===== config.mk =====
export PLATFORM = sky130hd
export DESIGN_NAME = report_scheduler_flat
export DESIGN_NICKNAME = d
export VERILOG_FILES = /design/src/rtl/report_scheduler_if.sv /design/src/rtl/report_scheduler.sv /design/src/flat_wrapper.sv
export SDC_FILE = /design/constraint.sdc
export NUM_CORES = 1
export LEC_CHECK = 0
export BUFFER_PORTS_ARGS = -buffer_cell sky130_fd_sc_hd__buf_4
export CORE_UTILIZATION = 39
export CTS_BUF_LIST = sky130_fd_sc_hd__clkbuf_8 sky130_fd_sc_hd__clkbuf_16
export CTS_CLUSTER_DIAMETER = 120
export DETAILED_ROUTE_END_ITERATION = 8
export PLACE_DENSITY_LB_ADDON = 0.08
export SYNTH_ARGS = -nofsm -noshare
export SYNTH_HDL_FRONTEND = slang
export SYNTH_SLANG_ARGS = --single-unit

===== constraint.sdc =====
create_clock -name clk -period 3.5 [get_ports clk]
set_input_delay 0.175 -clock clk [delete_from_list [all_inputs] [get_ports clk]]
set_output_delay 0.175 -clock clk [all_outputs]
set_load 0.02 [all_outputs]

===== src/rtl/report_scheduler_if.sv =====
// Byte stream from report_scheduler to the UART transmitter.
// Master drives tx_data/tx_valid; slave answers with tx_ready.
interface report_scheduler_if;
  // Handshake: a byte transfers in any cycle where tx_valid & tx_ready are both
  // high. Once tx_valid rises, tx_valid and tx_data hold until that transfer.
  logic [7:0] tx_data;
  logic       tx_valid;
  logic       tx_ready;

  modport master (output tx_data, output tx_valid, input tx_ready);
  modport slave  (input tx_data, input tx_valid, output tx_ready);
endinterface


===== src/rtl/report_scheduler.sv =====
// Periodic / on-request ASCII temperature report framer ("+23.5" + terminator).
// Optional macro REPORT_CRLF_EN: terminate frames with CR LF instead of LF.
module report_scheduler #(
  parameter int CLK_HZ    = 100000000,
  parameter int PERIOD_MS = 1000
) (
  input  logic                      clk,
  input  logic                      rst,
  input  logic                      en,
  input  logic                      req,
  input  logic                      neg,
  input  logic [3:0]                d2,
  input  logic [3:0]                d1,
  input  logic [3:0]                d0,
  report_scheduler_if.master        tx,
  output logic                      busy,
  output logic [15:0]               frame_cnt,
  output logic                      dbg_state
);

  localparam int PERIOD_CYC = CLK_HZ / 1000 * PERIOD_MS;
  localparam int TW         = $clog2(PERIOD_CYC);
  localparam logic [TW-1:0] TIMER_LAST = TW'(PERIOD_CYC - 1);

`ifdef REPORT_CRLF_EN
  localparam int FRAME_LEN = 7;
`else
  localparam int FRAME_LEN = 6;
`endif
  localparam logic [2:0] LAST_IDX = 3'(FRAME_LEN - 1);

  typedef enum logic {
    IDLE = 1'b0,
    SEND = 1'b1
  } state_t;

  state_t        state;
  logic [TW-1:0] timer;
  logic          tick;
  logic          trigger;
  logic          start;
  logic          pending;
  logic [2:0]    idx;
  logic          snap_neg;
  logic [3:0]    snap_d2;
  logic [3:0]    snap_d1;
  logic [3:0]    snap_d0;

  function automatic logic [7:0] digit_char(input logic [3:0] d);
    return (d > 4'd9) ? 8'h3F : {4'h3, d};
  endfunction

  function automatic logic [7:0] frame_byte(input logic [2:0] i, input logic s,
                                            input logic [3:0] a, input logic [3:0] b,
                                            input logic [3:0] c);
    logic [7:0] r;
    case (i)
      3'd0:    r = s ? 8'h2D : 8'h2B;
      3'd1:    r = digit_char(a);
      3'd2:    r = digit_char(b);
      3'd3:    r = 8'h2E;
      3'd4:    r = digit_char(c);
`ifdef REPORT_CRLF_EN
      3'd5:    r = 8'h0D;
`else
      3'd5:    r = 8'h0A;
`endif
      default: r = 8'h0A;
    endcase
    return r;
  endfunction

  assign tick    = en && (timer == TIMER_LAST);
  assign trigger = en && (tick || req);
  assign start   = trigger || (en && pending);

  always_ff @(posedge clk) begin
    if (rst || !en) begin
      timer <= '0;
    end else if (tick) begin
      timer <= '0;
    end else begin
      timer <= timer + 1'b1;
    end
  end

  // Any trigger seen in IDLE starts a frame at once, so only triggers that
  // arrive while sending are remembered; extras collapse into one.
  always_ff @(posedge clk) begin
    if (rst || !en) begin
      pending <= 1'b0;
    end else if (state == IDLE) begin
      pending <= 1'b0;
    end else if (trigger) begin
      pending <= 1'b1;
    end
  end

  always_ff @(posedge clk) begin
    if (rst) begin
      state       <= IDLE;
      idx         <= '0;
      snap_neg    <= 1'b0;
      snap_d2     <= '0;
      snap_d1     <= '0;
      snap_d0     <= '0;
      tx.tx_valid <= 1'b0;
      tx.tx_data  <= 8'h00;
      frame_cnt   <= '0;
    end else begin
      case (state)
        IDLE: begin
          if (start) begin
            state       <= SEND;
            idx         <= '0;
            snap_neg    <= neg;
            snap_d2     <= d2;
            snap_d1     <= d1;
            snap_d0     <= d0;
            tx.tx_valid <= 1'b1;
            tx.tx_data  <= frame_byte(3'd0, neg, d2, d1, d0);
          end
        end
        SEND: begin
          if (tx.tx_valid && tx.tx_ready) begin
            if (idx == LAST_IDX) begin
              state       <= IDLE;
              tx.tx_valid <= 1'b0;
              tx.tx_data  <= 8'h00;
              frame_cnt   <= frame_cnt + 16'd1;
            end else begin
              idx        <= idx + 3'd1;
              tx.tx_data <= frame_byte(idx + 3'd1, snap_neg, snap_d2, snap_d1, snap_d0);
            end
          end
        end
        default: begin
          state       <= IDLE;
          tx.tx_valid <= 1'b0;
          tx.tx_data  <= 8'h00;
        end
      endcase
    end
  end

  assign busy      = (state == SEND);
  assign dbg_state = state;

endmodule

===== src/flat_wrapper.sv =====
// flat-port wrapper written by rule: the top's interface ports become plain ports
module report_scheduler_flat 
#(
  parameter int CLK_HZ    = 100000000,
  parameter int PERIOD_MS = 1000
)
  (clk, rst, en, req, neg, d2, d1, d0, busy, frame_cnt, dbg_state, tx_tx_data, tx_tx_valid, tx_tx_ready);
  report_scheduler_if tx_i ();
  input  logic clk;
  input  logic rst;
  input  logic en;
  input  logic req;
  input  logic neg;
  input  logic [3:0] d2;
  input  logic [3:0] d1;
  input  logic [3:0] d0;
  output logic busy;
  output logic [15:0] frame_cnt;
  output logic dbg_state;
  output wire logic [$bits(tx_i.tx_data)-1:0] tx_tx_data;
  output wire logic [$bits(tx_i.tx_valid)-1:0] tx_tx_valid;
  input wire logic [$bits(tx_i.tx_ready)-1:0] tx_tx_ready;
  assign tx_tx_data = tx_i.tx_data;
  assign tx_tx_valid = tx_i.tx_valid;
  assign tx_i.tx_ready = tx_tx_ready;
  report_scheduler #(.CLK_HZ(CLK_HZ), .PERIOD_MS(PERIOD_MS)) u_core (.clk(clk), .rst(rst), .en(en), .req(req), .neg(neg), .d2(d2), .d1(d1), .d0(d0), .tx(tx_i), .busy(busy), .frame_cnt(frame_cnt), .dbg_state(dbg_state));
endmodule

==> reports/metrics.cfg <==
[outcome]
status=finished clean

[floorplanning]
core_um2=8299
dieWidth_um=95.14
io-pin-count=45
die_h_um=95.14
start_util_pct=40.77
die_area_um2=9052
rows=33

[critical_path]
cp.required_ps=3760
worst-endpoint-arrival_ps=2730
worst-setup-path-type=reg2reg
r2r-start=u_core.timer[9]
reg2reg_setup_slack_ps=1030
cp-startpoint=u_core.timer[9]
crit_path_start_kind=flop
critPathCaptureType=flop
worstPathMaxFanout=18

[synthesis]
ys_types=47
ys_warn_count=0
synth_seq_area_share_pct=40.24
ys_async_sr_fraction_pct=0
synth_seq_cells=68
synthCells=401
synthFlopType=dfxtp_1
synthAdderAreaFrac_pct=2.589
synth_top_family_by_area=simple AND/OR/NAND/NOR gates
synth_xor_area_share_pct=10.10
syn_avg_cell_area_um2=8.437
synth_compound_area_share_pct=14.02
netlist_area_um2=3383
synthMuxAreaShare_pct=0.6287
synth-simple-area-share_pct=27.88
synth_edf_count=0

[clock_network]
cts_sinks=68
cts_hold_buf=0
cts_max_level=3
cts_tree=built
cts.reportedPaths.clkPinSlew_ps=80
cts-buffers-inserted=9
clk_latency_ps=340
post_cts_resized=0
cts_root_buf=clkbuf_8
clockBufferDepth=2
post_cts_buffers=0

[detailed_routing]
wl_per_cell_um=13.19
drtPass1Iterations=4
drtIter0Drc=92
drt-vias-per-instance=5.155
wl_um=7163
vias=2799
drc=0
ant_nets=0

[final_layout]
multi_input_area_um2=1876
finish.utilization_pct=47.88
drive_gt1_share_pct=15.53
final_common_cell=dfxtp_1
most-common-layout-cells=dfxtp_1 (68), nor2_1 (54), buf_4 (43), o21ai_0 (27), nand3_1 (22)
area_growth_pct=17.46
layout.nets=458
layout.cells.non_filler=543
antennaDiodeCount=0
fillers=794
seqCellArea_um2=1361

[global_route]
grt_pass1_wl_um=12190
grt_pass1_vias=2615
grt-ovfl-total=0
grt_use_total_pct=17.24
grt_max_degree=57
antenna_found_initial=0

[timing]
setup_violations=0
report.final.slew_viol_count=0
clock_skew_ps=8.056
rsz0062_at_grt=no
slew_headroom_pct=48.06
hold-worst-slack_ps=84.91
fin_ws_ps=1026
max_freq_mhz=404.2
period_needed_ps=2474
final_hold_viol_count=0
tightestPinTransition_ps=772.0
post-route-period-util_pct=70.68
setup-tns-final_ps=0

[worst_hold_path]
hold_path.startpoint=d0[1]
min_path_type=in2reg

[power_and_ir_drop]
vdd_drop_max_mv=0.2983
powerDensity_nw_per_um2=432.1
p_leak_nw=1.454

[placed_design]
port-buffer-count=42
place_ws_ps=1028
globalplace.congestion=0.8083
dp.cells=527
post-dp-hpwl_um=4952

[flow_run]
maxCapViolCount=0

[stage by stage]
| stage | total power, W | instance area, um^2 |
|---|---|---|
| 6_report | 0.001717 | 3974 |
| 5_1_grt | 0.001787 | 3974 |
| 4_1_cts | 0.001737 | 3974 |
| 3_5_place_dp | 0.0009368 | 3725 |
| 3_3_place_gp | 0.0009353 | 3725 |
| 2_1_floorplan | 0.0008970 | 3387 |
[flip-flops by register name (all words and copies together) (netlist names)]
register	cells
u_core.busy	1
u_core.frame_cnt	16
u_core.idx	3
u_core.pending	1
u_core.snap_d0	4
u_core.snap_d1	4
u_core.snap_d2	4
u_core.snap_neg	1
u_core.timer	27
u_core.tx.tx_data	6
u_core.tx.tx_valid	1
[cell type report]
class                   instances  area share, %
inverters                       9         0.8501
flip-flops and latches         68          34.26
repair buffers                 43          8.123
clock inverters                 6          2.802
clock buffers                  10          3.463
multi-input cells             302          47.20
well taps                     105          3.306
[logic make-up after synthesis]
logic type	Yosys count
adder cells (fa/ha/maj)	7
AO/OA/AOI/OAI	72
flip-flops	68
XOR/XNOR	39
buffers and inverters	32
other	1
AND/OR/NAND/NOR	180
multiplexers	2
[worst max-delay path, stage by stage (launching register included)]
cell,delay [ps]
dfxtp_1,350
or4_4,550
nor4_4,350
a31oi_4,250
or2_1,540
a221oi_2,340
[layer usage]
metal	up-vias	global-route usage, %	wire, um
met1	1297	22.06	3571
met2	44	28.04	3289
met3	4	5.502	253
met5	-	0	0
li1	1454	-	-
met4	0	4.167	48
[report_power, final]
part           total [W]  switching [W]  internal (W)  leakage (nW)
combinational   0.000114      0.0000649     0.0000494         0.780
clock           0.000799       0.000307      0.000493         0.122
sequential      0.000803      0.0000142      0.000789         0.551
[cell usage after synthesis (4+ instances only)]
cell / count / share of area, %
nor2_1: 54 / 6.0
xnor2_1: 20 / 5.2
o21ai_0: 27 / 4.0
nor4_1: 7 / 1.3
nand2_1: 16 / 1.8
a21oi_1: 9 / 1.3
nor2b_1: 13 / 2.4
a21o_1: 4 / 0.89
a211oi_1: 4 / 0.89
dfxtp_1: 68 / 40
and4_1: 4 / 1.0
clkbuf_1: 14 / 1.6
o21ai_1: 9 / 1.3
and3_1: 9 / 1.7
ha_1: 7 / 2.6
inv_1: 9 / 1.0
xor2_1: 19 / 4.9
nand4_1: 10 / 1.8
nand2b_1: 15 / 2.8
or3_1: 6 / 1.1
o21a_1: 5 / 1.1
nor3_1: 13 / 1.9
nand3_1: 22 / 3.3
[worst paths after layout]
| path | cells after the start | end |
|---|---|---|
| max | 5 | u_core.tx.tx_data[2] |
| max reg2reg | 5 | u_core.tx.tx_data[2] |
| min reg2reg | 1 | u_core.timer[0] |
| min | 3 | u_core.snap_d0[1] |
(Power assumes the default switching activity.)
